`config.mk`:
```
export PLATFORM = sky130hd
export DESIGN_NAME = spi_flash_cmd
export DESIGN_NICKNAME = d
export VERILOG_FILES = /design/src/rtl/spi_flash_cmd.sv
export SDC_FILE = /design/constraint.sdc
export NUM_CORES = 1
export LEC_CHECK = 0
export CORE_ASPECT_RATIO = 1.75
export CORE_MARGIN = 4
export CORE_UTILIZATION = 60
export DETAILED_ROUTE_END_ITERATION = 8
export HOLD_SLACK_MARGIN = 0.03
export MAX_ROUTING_LAYER = met4
export PLACE_DENSITY = 0.84
export SYNTH_ARGS = -nofsm -noshare
export SYNTH_HDL_FRONTEND = slang
export SYNTH_SLANG_ARGS = --single-unit
```
`constraint.sdc`:
```
create_clock -name clk -period 5.66 [get_ports clk]
set_input_delay 1.415 -clock clk [delete_from_list [all_inputs] [get_ports clk]]
set_output_delay 1.415 -clock clk [all_outputs]
set_load 0.01 [all_outputs]
```
`src/rtl/spi_flash_cmd.sv`:
```
// spi_flash_cmd: generic SPI-flash command engine (SPI mode 0).
// Sends an 8-bit opcode, then an optional 24-bit address, then clocks in
// 0..MAX_RX bytes. Each received byte is streamed out with an rx_valid pulse.
// Optional feature macro: SPI_RDID_CAPTURE_EN. When it is defined, the engine
// keeps the first three bytes of every 0x9F (RDID) command in ID registers.
// Timing reference: the cycle in which start is sampled is cycle 0.
module spi_flash_cmd #(
  parameter int CLK_DIV = 2,
  parameter int MAX_RX  = 16,
  parameter int CS_GAP  = 4
) (
  input  logic        clk,
  input  logic        reset,
  input  logic        start,
  input  logic [7:0]  opcode,
  input  logic [23:0] addr,
  input  logic        addr_en,
  input  logic [7:0]  rx_len,
  output logic        busy,
  output logic        done,
  output logic [7:0]  rx_data,
  output logic        rx_valid,
  input  logic        SPIMISO,
  output logic        SPICLK,
  output logic        SPIMOSI,
  output logic        cs_prom_n
`ifdef SPI_RDID_CAPTURE_EN
  ,
  output logic [7:0]  manufacture_id,
  output logic [7:0]  memory_type,
  output logic [7:0]  memory_capacity
`endif
);

  localparam logic [15:0] DIV_LAST = 16'(CLK_DIV - 1);
  localparam logic [15:0] GAP_LAST = 16'(CS_GAP - 1);
  localparam logic [7:0]  MAX_RX_B = 8'(MAX_RX);

  typedef enum logic [2:0] {
    ST_IDLE     = 3'd0,
    ST_CS_SETUP = 3'd1,
    ST_SHIFT    = 3'd2,
    ST_CS_HOLD  = 3'd3,
    ST_GAP      = 3'd4
  } state_t;

  state_t       state_r;
  state_t       state_nxt_s;

  logic [15:0]  div_cnt_r;
  logic [15:0]  gap_cnt_r;
  logic [11:0]  bit_cnt_r;
  logic [11:0]  last_bit_r;
  logic [11:0]  tx_bits_r;
  logic [30:0]  tx_sr_r;      // bits still to send after the one on MOSI
  logic [7:0]   rx_sr_r;
  logic         byte_rdy_r;

  logic         busy_r;
  logic         done_r;
  logic         cs_n_r;
  logic         sclk_r;
  logic         mosi_r;
  logic [7:0]   rx_data_r;
  logic         rx_valid_r;

  logic         div_tick_s;
  logic         gap_end_s;
  logic         start_ok_s;
  logic         last_bit_s;
  logic         rise_s;
  logic         fall_s;
  logic [7:0]   rx_clamp_s;
  logic [11:0]  hdr_bits_s;
  logic [11:0]  bits_total_s;
  logic [31:0]  tx_load_s;

  // Command decode: clamp the receive length and build the transmit header.
  always_comb begin
    rx_clamp_s   = rx_len;
    hdr_bits_s   = 12'd8;
    tx_load_s    = {opcode, 24'h000000};
    if (rx_len > MAX_RX_B) begin
      rx_clamp_s = MAX_RX_B;
    end else begin
      rx_clamp_s = rx_len;
    end
    if (addr_en) begin
      tx_load_s  = {opcode, addr};
      hdr_bits_s = 12'd32;
    end else begin
      tx_load_s  = {opcode, 24'h000000};
      hdr_bits_s = 12'd8;
    end
    bits_total_s = hdr_bits_s + {1'b0, rx_clamp_s, 3'b000};
  end

  // Next-state logic plus the SPICLK edge strobes for the datapath.
  always_comb begin
    state_nxt_s = state_r;
    div_tick_s  = (div_cnt_r == DIV_LAST);
    gap_end_s   = (gap_cnt_r == GAP_LAST);
    // The done cycle is still blocked so a new command needs a fresh cycle.
    start_ok_s  = start && !busy_r && !done_r;
    last_bit_s  = (bit_cnt_r == last_bit_r);
    rise_s      = 1'b0;
    fall_s      = 1'b0;
    case (state_r)
      ST_IDLE: begin
        if (start_ok_s) begin
          state_nxt_s = ST_CS_SETUP;
        end else begin
          state_nxt_s = ST_IDLE;
        end
      end
      ST_CS_SETUP: begin
        if (div_tick_s) begin
          state_nxt_s = ST_SHIFT;
          rise_s      = 1'b1;
        end else begin
          state_nxt_s = ST_CS_SETUP;
        end
      end
      ST_SHIFT: begin
        if (div_tick_s) begin
          if (sclk_r) begin
            fall_s = 1'b1;
            if (last_bit_s) begin
              state_nxt_s = ST_CS_HOLD;
            end else begin
              state_nxt_s = ST_SHIFT;
            end
          end else begin
            rise_s      = 1'b1;
            state_nxt_s = ST_SHIFT;
          end
        end else begin
          state_nxt_s = ST_SHIFT;
        end
      end
      ST_CS_HOLD: begin
        if (div_tick_s) begin
          state_nxt_s = ST_GAP;
        end else begin
          state_nxt_s = ST_CS_HOLD;
        end
      end
      ST_GAP: begin
        if (gap_end_s) begin
          state_nxt_s = ST_IDLE;
        end else begin
          state_nxt_s = ST_GAP;
        end
      end
      default: begin
        state_nxt_s = ST_IDLE;
      end
    endcase
  end

  // State register.
  always_ff @(posedge clk) begin
    if (reset) begin
      state_r <= ST_IDLE;
    end else begin
      state_r <= state_nxt_s;
    end
  end

  // Half-period divider for SPICLK and the post-command CS gap counter.
  always_ff @(posedge clk) begin
    if (reset) begin
      div_cnt_r <= 16'd0;
      gap_cnt_r <= 16'd0;
    end else begin
      if ((state_r == ST_CS_SETUP) || (state_r == ST_SHIFT) || (state_r == ST_CS_HOLD)) begin
        if (div_tick_s) begin
          div_cnt_r <= 16'd0;
        end else begin
          div_cnt_r <= div_cnt_r + 16'd1;
        end
      end else begin
        div_cnt_r <= 16'd0;
      end
      if (state_r == ST_GAP) begin
        gap_cnt_r <= gap_cnt_r + 16'd1;
      end else begin
        gap_cnt_r <= 16'd0;
      end
    end
  end

  // Command framing: busy, chip select and the done pulse.
  always_ff @(posedge clk) begin
    if (reset) begin
      busy_r <= 1'b0;
      cs_n_r <= 1'b1;
      done_r <= 1'b0;
    end else begin
      done_r <= 1'b0;
      if ((state_r == ST_IDLE) && start_ok_s) begin
        busy_r <= 1'b1;
        cs_n_r <= 1'b0;
      end else if ((state_r == ST_CS_HOLD) && div_tick_s) begin
        cs_n_r <= 1'b1;
      end else if ((state_r == ST_GAP) && gap_end_s) begin
        busy_r <= 1'b0;
        done_r <= 1'b1;
      end
    end
  end

  // Transmit side: latch the command, drive SPICLK, and shift MOSI on the falling edges.
  always_ff @(posedge clk) begin
    if (reset) begin
      sclk_r     <= 1'b0;
      mosi_r     <= 1'b0;
      tx_sr_r    <= 31'd0;
      bit_cnt_r  <= 12'd0;
      last_bit_r <= 12'd0;
      tx_bits_r  <= 12'd8;
    end else if ((state_r == ST_IDLE) && start_ok_s) begin
      sclk_r     <= 1'b0;
      mosi_r     <= tx_load_s[31];
      tx_sr_r    <= tx_load_s[30:0];
      bit_cnt_r  <= 12'd0;
      last_bit_r <= bits_total_s - 12'd1;
      tx_bits_r  <= hdr_bits_s;
    end else if (rise_s) begin
      sclk_r <= 1'b1;
    end else if (fall_s) begin
      sclk_r    <= 1'b0;
      bit_cnt_r <= bit_cnt_r + 12'd1;
      if (last_bit_s) begin
        mosi_r  <= 1'b0;
        tx_sr_r <= 31'd0;
      end else begin
        // Header shifting drains to zeros, so MOSI stays 0 during receive.
        mosi_r  <= tx_sr_r[30];
        tx_sr_r <= {tx_sr_r[29:0], 1'b0};
      end
    end
  end

  // Receive side: sample MISO on rising edges and publish each byte one cycle later.
  always_ff @(posedge clk) begin
    if (reset) begin
      rx_sr_r    <= 8'd0;
      byte_rdy_r <= 1'b0;
      rx_data_r  <= 8'd0;
      rx_valid_r <= 1'b0;
    end else begin
      byte_rdy_r <= 1'b0;
      rx_valid_r <= 1'b0;
      if (rise_s && (bit_cnt_r >= tx_bits_r)) begin
        rx_sr_r    <= {rx_sr_r[6:0], SPIMISO};
        byte_rdy_r <= (bit_cnt_r[2:0] == 3'd7);
      end
      if (byte_rdy_r) begin
        rx_data_r  <= rx_sr_r;
        rx_valid_r <= 1'b1;
      end
    end
  end

`ifdef SPI_RDID_CAPTURE_EN
  logic         is_rdid_r;
  logic [7:0]   rx_idx_r;
  logic [7:0]   mfg_id_r;
  logic [7:0]   mem_type_r;
  logic [7:0]   mem_cap_r;

  // RDID capture: the first three bytes of a 0x9F command refresh the ID registers.
  always_ff @(posedge clk) begin
    if (reset) begin
      is_rdid_r  <= 1'b0;
      rx_idx_r   <= 8'd0;
      mfg_id_r   <= 8'd0;
      mem_type_r <= 8'd0;
      mem_cap_r  <= 8'd0;
    end else if ((state_r == ST_IDLE) && start_ok_s) begin
      is_rdid_r <= (opcode == 8'h9F);
      rx_idx_r  <= 8'd0;
    end else if (byte_rdy_r) begin
      rx_idx_r <= rx_idx_r + 8'd1;
      if (is_rdid_r) begin
        case (rx_idx_r)
          8'd0:    mfg_id_r   <= rx_sr_r;
          8'd1:    mem_type_r <= rx_sr_r;
          8'd2:    mem_cap_r  <= rx_sr_r;
          default: mfg_id_r   <= mfg_id_r;
        endcase
      end
    end
  end

  assign manufacture_id  = mfg_id_r;
  assign memory_type     = mem_type_r;
  assign memory_capacity = mem_cap_r;
`endif

  assign busy      = busy_r;
  assign done      = done_r;
  assign rx_data   = rx_data_r;
  assign rx_valid  = rx_valid_r;
  assign SPICLK    = sclk_r;
  assign SPIMOSI   = mosi_r;
  assign cs_prom_n = cs_n_r;

endmodule

```
# After elaboration in Yosys (flattened, before gate mapping)
# Index checks and enable logic that the tools add are counted.
totals:
  inputBits: 45
  out_inout_bits: 14
  ff_bits: 125
classes:
  bitwise_logic: 4
  n_reduce_logical: 23
  n_lt_le_gt_ge: 2
  mux: 35
  n_eq_ne: 10
  n_addsub: 5
ops:
  columns: ["operator", "count"]
  rows:
  - ["31-bit two-way mux", 4]
  - ["16-bit by 1-bit adder with 16-bit output (second input constant)", 2]
  - ["24-bit two-way mux", 1]
  - ["1-bit two-way mux", 21]
  - ["16-bit by 1-bit equality test with 1-bit output (second input constant)", 1]
  - ["16-bit by 2-bit equality test with 1-bit output (second input constant)", 1]
  - ["3-bit case mux with 5 select lines", 1]
  - ["12-bit by 1-bit adder with 12-bit output (second input constant)", 1]
  - ["12-bit by 11-bit adder with 12-bit output", 1]
  - ["12-bit equality test", 1]
  - ["12-bit greater-or-equal comparator", 1]
  - ["3-bit two-way mux", 4]
  - ["12-bit by 1-bit subtractor with 12-bit output (second input constant)", 1]
  - ["8-bit by 5-bit > comparator with 1-bit output (second input constant)", 1]
  - ["8-bit two-way mux", 1]
  - ["2-bit nonzero test", 4]
  - ["3-bit by 2-bit equality test with 1-bit output (second input constant)", 2]
  - ["3-bit equality test (second input constant)", 2]
  - ["1-bit logical AND", 6]
  - ["6-bit two-way mux", 1]
  - ["2-bit AND reduction", 3]
  - ["2-bit OR reduction", 3]
  - ["3-bit OR reduction", 2]
  - ["1-bit inverter", 4]
  - ["8 further kinds", 10]

# Logic depth before layout (Yosys ltp)
# Gate-level depths: netlist (run 1).
logic_depth:
  ltp_word: 6
  mapped_depth: 11
  ltp_nobuf: 11

# Worst setup path after synthesis (run 1)
# Ideal clock, no wire load.
synth_timing:
  kind: "input port to flip-flop"
  from: "in rx_len[6]"
  to: "reg last_bit_r[11]"
  setup_slack_ns: 1.841
  t_required_ns: 5.573
  path_buffers: 0
  cell_stages: 11
  t_arrival_ns: 3.732
  cell_sequence: "or4_1 > clkinv_1 > nand2_1 > ha_1 > inv_1 > ha_1 > and3b_1 > a211o_1 > a311oi_1 > nor2b_1 > o31ai_1"
synth_between:
  elab_chain_cells: 4
synth_rtl:
  columns: ["element", "line", "text"]
  rows:
  - ["start: declaration", "18", "input logic [7:0] rx_len,"]
  - ["8-bit by 5-bit > comparator with 1-bit output", "83", "if (rx_len > MAX_RX_B) begin"]
  - ["8-bit two-way mux *", "83", null]
  - ["12-bit by 11-bit adder with 12-bit output *", "95", "bits_total_s = hdr_bits_s + {1'b0, rx_clamp_s, 3'b000};"]
  - ["12-bit by 1-bit subtractor with 12-bit output *", "227", "last_bit_r <= bits_total_s - 12'd1;"]
  - ["end signal: assignment", "227", null]
  - ["end: declaration", "53", "logic [11:0] last_bit_r;"]
# Every way passes the cells marked *; elsewhere a longest branch is shown, timed or not.
# A chain may end at the register's enable or synchronous reset.

# Final worst setup path (run 1)
# Same ends and word-level chain as after synthesis.

==> flow_summary.ini, run 1 <==
[sta]
setup_viol = 0
worstMarginPinSlew_ps = 799
drv_slew = 0
hold_viol_final = 0
fin_worst_skew_ps = 8.89
fmaxAchievable_mhz = 244
finalCriticalPeriod_ps = 4100
rsz0062_at_grt = no
fin_crit_sh = 0.724
tns_ps = 0
fin_ws_ps = 1560
relSlewSlack = 0.463

[finish]
syn_to_final_growth_pct = 23.3
n_antenna_cell = 0
nets = 707
drive_gt1_frac = 0.0728

[synth]
synth_top_cell_area_share = 0.428
syn_inst = 597
synth_edf_count = 0
yosysSeqAreaShare = 0.428
synth_most_common_cell = dfxtp_1
synth-seq-cells = 113
synth_flop_cell = dfxtp_1
synth_warnings = 0
syn_area_mm2 = 0.00529
postSynthAreaPerCell_um2 = 8.86
synth_commonest_cells = dfxtp_1, nor2_1, nand2_1, a211oi_1, a21oi_1
ys_types = 56
synthTopCellsByArea = dfxtp_1, nor2_1, a32oi_1, xor2_1, a211oi_1
synth_top_area_cell = dfxtp_1
ys_async_sr_fraction = 0

[placement]
hpwl_um = 8020
pre_cts_slack_ps = 1200
place.port_buffers = 58
place_congestion = 0.839

[global_routing]
grt_util_all_layers = 0.251
first_global_vias = 4638
grt_max_degree = 52
grt.overflow.total = 0
grt_pass1_wl_um = 20400
grt_antenna_before_repair = 0

[clocking]
clk_path_buf_depth = 2
cts_made_buffers = 17
clock_latency_ps = 420
ctsHoldBuffers = 0
tritoncts = done
h-tree-depth = 4
cts_resized = 0
post_cts_buffers = 0
cts_root_buf = clkbuf_16
clock_sinks = 113
clk_pin_slew_ps = 50

[min_path]
worstHoldPathType = reg2reg

[die]
num_io_pins = 59
initial_core_util = 0.610
core_area_mm2 = 0.00867
die_w_um = 79.0
die-area_mm2 = 0.0104
die_y_um = 132
rows = 45

[power]
power.density_mw_per_mm2 = 338
irDropWorstVdd_mv = 0.256
p_leak_nw = 2.33

[drt]
drt_iter0_markers = 313
routed_wirelength_um = 12200
postRouteAntennaNets = 0
drcViolationCount = 0
num_vias = 4613
via_per_inst = 5.94
wire_per_inst_um = 15.8
dr.pass1.iters = 5

[worst_setup_path]
max_stage_delay_ps = 550
crit_top_cell = ha_1
cp_max_fo = 9
critical_path_class = in2reg
cp-end-kind = flop
path_cells = clkdlybuf4s50_1, or4_1, clkinv_1, nand2_1, ha_1, inv_1, ha_1, and3b_1, a211o_1, a311oi_1, nor2b_1, o31ai_1
start_kind = primary input
arrival_ps = 4420
cp_slowest_cell = or4_1
cp.required_ps = 5980

[flow_run]
drv_cap = 0

[run_status]
outcome = completed
-- through the flow --
stage / instances / utilization / hold slack [ps] / cell area (µm²) / power (mW)
6_report: 776 / 0.752 / 464 / 6520 / 2.21
5_1_grt: 776 / 0.752 / 491 / 6520 / 2.28
4_1_cts: 776 / 0.752 / 474 / 6520 / 2.21
3_5_place_dp: 744 / 0.680 / 458 / 5900 / 1.11
3_3_place_gp: 744 / 0.680 / 430 / 5900 / 1.10
2_1_floorplan: 600 / - / 418 / 5300 / 1.04
-- layout by cell type (no fill, tap or decap), types with 6 or more instances in the layout --
master / count
nor2_1: 98
and4_1: 6
ha_1: 16
a21oi_1: 26
a311oi_1: 6
nor3_1: 8
xnor2_1: 17
and3_1: 8
nand3_1: 23
a211oi_1: 27
a32oi_1: 24
nand2_1: 39
clkbuf_16: 17
clkdlybuf4s50_1: 57
or3_1: 12
mux2i_1: 16
xor2_1: 24
dfxtp_1: 113
inv_1: 13
o21ai_0: 13
or4_1: 7
nand4_1: 10
-- power by group --
group | switching [mW] | leakage, nW | internal [mW]
Combinational | 0.135 | 1.11 | 0.0997
Clock | 0.363 | 0.301 | 0.747
Sequential | 0.0267 | 0.919 | 0.836
Total | 0.524 | 2.33 | 1.68
-- worst max-delay path: cells and delay by family --
family / cells / cell delay (ps)
buf+inv: 3 / 620
fa+ha+maj: 2 / 440
simple gates: 4 / 950
compound gates: 3 / 990
-- sequential cells by signal, indices dropped and copies added (netlist names) --
register and flops:
byte_rdy_r 1, rx_valid 1, rx_data 8, last_bit_r 10
SPICLK 1, cs_prom_n 1, gap_cnt_r 16, done 1
div_cnt_r 16, tx_sr_r 31, SPIMOSI 1, tx_bits_r 2
rx_sr_r 8, state_r 3, busy 1, bit_cnt_r 12
-- per-layer routing --
| layer | vias up | global-route usage | share of wire |
|---|---|---|---|
| met5 | - | - | 0 |
| met4 | 0 | 0.141 | 0.030 |
| met3 | 35 | 0.0472 | 0.045 |
| met2 | 132 | 0.442 | 0.55 |
| met1 | 2190 | 0.252 | 0.38 |
| li1 | 2256 | - | - |
-- final timing paths --
path,to,slack [ps],cells after the start,startpoint
worst max-delay path,last_bit_r[11],1560,12,rx_len[6]
worst min-delay path,gap_cnt_r[0],460,1,gap_cnt_r[0]
worst max register to register,tx_sr_r[3],3120,5,state_r[0]
worst min register to register,gap_cnt_r[0],460,1,gap_cnt_r[0]
-- logic make-up after synthesis --
| family | count (synthesis) | share of synthesized area |
|---|---|---|
| flip-flops | 113 | 0.428 |
| AO/OA/AOI/OAI | 113 | 0.155 |
| adder cells (fa/ha/maj) | 16 | 0.0378 |
| multiplexers | 16 | 0.0303 |
| other | 2 | 0.00142 |
| AND/OR/NAND/NOR | 247 | 0.239 |
| buffers and inverters | 49 | 0.0414 |
| XOR/XNOR | 41 | 0.0679 |
-- cell type report --
| cell class | count | area [µm²] |
|---|---|---|
| Clock buffer | 23 | 498 |
| Sequential cell | 113 | 2260 |
| Clock inverter | 9 | 128 |
| Tap cell | 117 | 146 |
| Inverter | 14 | 52.6 |
| Fill cell | 656 | 2150 |
| Multi-Input combinational cell | 438 | 2830 |
| Timing Repair Buffer | 62 | 606 |
Power figures use the tool's default switching activity.
==> run 2: changes to the inputs <==
Settings changed: CORE_UTILIZATION 60 to 51, PLACE_DENSITY 0.84 to 0.76.
Clock period 5.66 ns to 3.3 ns, I/O delays scaled along.
==> run 2 against run 1 <==
Core utilization decreased by 10 points. Largest cell class unchanged. Critical endpoint is now last_bit_r[9]. Combinational power increased by 76%. Non-clock buffer count increased by 10.
==> flow_summary.ini, run 2 (synthesis results as in run 1) <==
[power]
irDropWorstVdd_mv = 0.508
p_leak_nw = 2.39
finalPower_mw = 3.85
power.density_mw_per_mm2 = 580

[global_routing]
first_global_vias = 4436
grt_pass1_wl_um = 19900
grt_antenna_before_repair = 0
grt_max_degree = 47
grt_util_all_layers = 0.208
grt.overflow.total = 0

[flow_run]
drv_cap = 0

[min_path]
worstHoldPathType = reg2reg

[sta]
fin_crit_sh = 0.960
finalCriticalPeriod_ps = 3170
worstMarginPinSlew_ps = 882
setup_viol = 0
hold_slack_ps = 444
fin_ws_ps = 132
relSlewSlack = 0.412
fmaxAchievable_mhz = 316
drv_slew = 0
hold_viol_final = 0
fin_worst_skew_ps = 7.46

[clocking]
clk_pin_slew_ps = 50
cts_root_buf = clkbuf_16
clock_latency_ps = 410
h-tree-depth = 4
clk_path_buf_depth = 2
clock_sinks = 113
cts_made_buffers = 17
ctsHoldBuffers = 0
tritoncts = done

[finish]
final_cell_mix = dfxtp_1, nor2_1, clkdlybuf4s50_1
fill_cells = 815
layout_commonest_cell = dfxtp_1
register_area_mm2 = 0.00226
drive_gt1_frac = 0.0897
n_antenna_cell = 0
largest_register = tx_sr_r
largest_reg_flops = 31
reg.largest.list = tx_sr_r: 31 flops, div_cnt_r: 16 flops, gap_cnt_r: 16 flops
nets = 717
multiInputGateArea_mm2 = 0.00284
syn_to_final_growth_pct = 25.4

[die]
die_y_um = 143
num_io_pins = 59
initial_core_util = 0.517
die_w_um = 85.0
core_area_mm2 = 0.0102
die-area_mm2 = 0.0121
rows = 49

[placement]
place.port_buffers = 58
hpwl_um = 8390
pre_cts_slack_ps = -387
place_congestion = 0.831

[drt]
drcViolationCount = 0
routed_wirelength_um = 12100
dr.pass1.iters = 4
drt_iter0_markers = 190
num_vias = 4612
postRouteAntennaNets = 0
wire_per_inst_um = 15.3
via_per_inst = 5.79

[worst_setup_path]
reg2reg_setup_slack_ps = 880
critical_path_class = in2reg
arrival_ps = 3510
cp.required_ps = 3640
cp-end-kind = flop
cp_max_fo = 4
start_kind = primary input

[run_status]
outcome = completed
run 2: changes by cell type in the layout (fill, tap and decap cells not counted), sizes merged:
cell    change
bufinv      +1
inv         +1
clkinv      -2
buf        +10
run 2: worst paths after layout:
check,from,depth (start not counted),to
hold reg to reg,gap_cnt_r[0],1,gap_cnt_r[0]
hold / removal,gap_cnt_r[0],1,gap_cnt_r[0]
setup reg to reg,bit_cnt_r[3],7,rx_sr_r[4]
setup / recovery,rx_len[6],13,last_bit_r[9]
run 2: per-layer routing:
layer  routed length (µm)  part of all wire  GRT usage
met1                 4790              0.39      0.209
met2                 6770              0.56      0.378
met3                  341             0.028     0.0543
met4                  250             0.021     0.0801
met5                    0                 0          -
run 2: layout make-up:
class	count	share of cell area
clock buffer	23	0.0735
clock inverter	9	0.0230
inverter	14	0.00792
multi-input combinational	438	0.428
sequential	113	0.341
tap	127	0.0239
timing repair buffer	72	0.103
run 2: timing repair:
| item | in CTS | in global routing |
|---|---|---|
| pin swaps | 0 | 3 |
| cloned | 0 | 0 |
| buffers inserted | 0 | 0 |
| setup endpoints to repair | 2 | 2 |
| resized for setup | 1 | 2 |
run 2: where the power goes:
group          switching [mW]  leakage (nW)  total, mW  internal (mW)
sequential             0.0438         0.919       1.48           1.43
clock                   0.620         0.305       1.96           1.34
combinational           0.231          1.17      0.413          0.182
total                   0.894          2.39       3.85           2.96
run 2: critical path, stage by stage:
cell	delay (ps)
clkdlybuf4s50_1	390
or4_4	540
inv_2	100
nand2_1	60
ha_1	180
inv_1	50
ha_1	240
and3b_1	190
a211o_1	290
a311oi_2	280
buf_4	170
nand4b_1	100
nand3_1	90
run 2: through the flow:
stage,util,cell area [µm²],instances,TNS (ps)
final,0.648,6640,796,0
after global routing,0.648,6640,796,-1.32
after CTS,0.648,6630,796,0
after detailed placement,0.585,5980,764,-1310
after global placement,0.585,5980,764,-1020
after floorplan,-,5300,600,0
==> run 3: changes to the inputs <==
Settings changed: CAP_MARGIN set to 25.
==> results of run 3 <==
Final layout, timing and power as in run 2 (identical DEF).
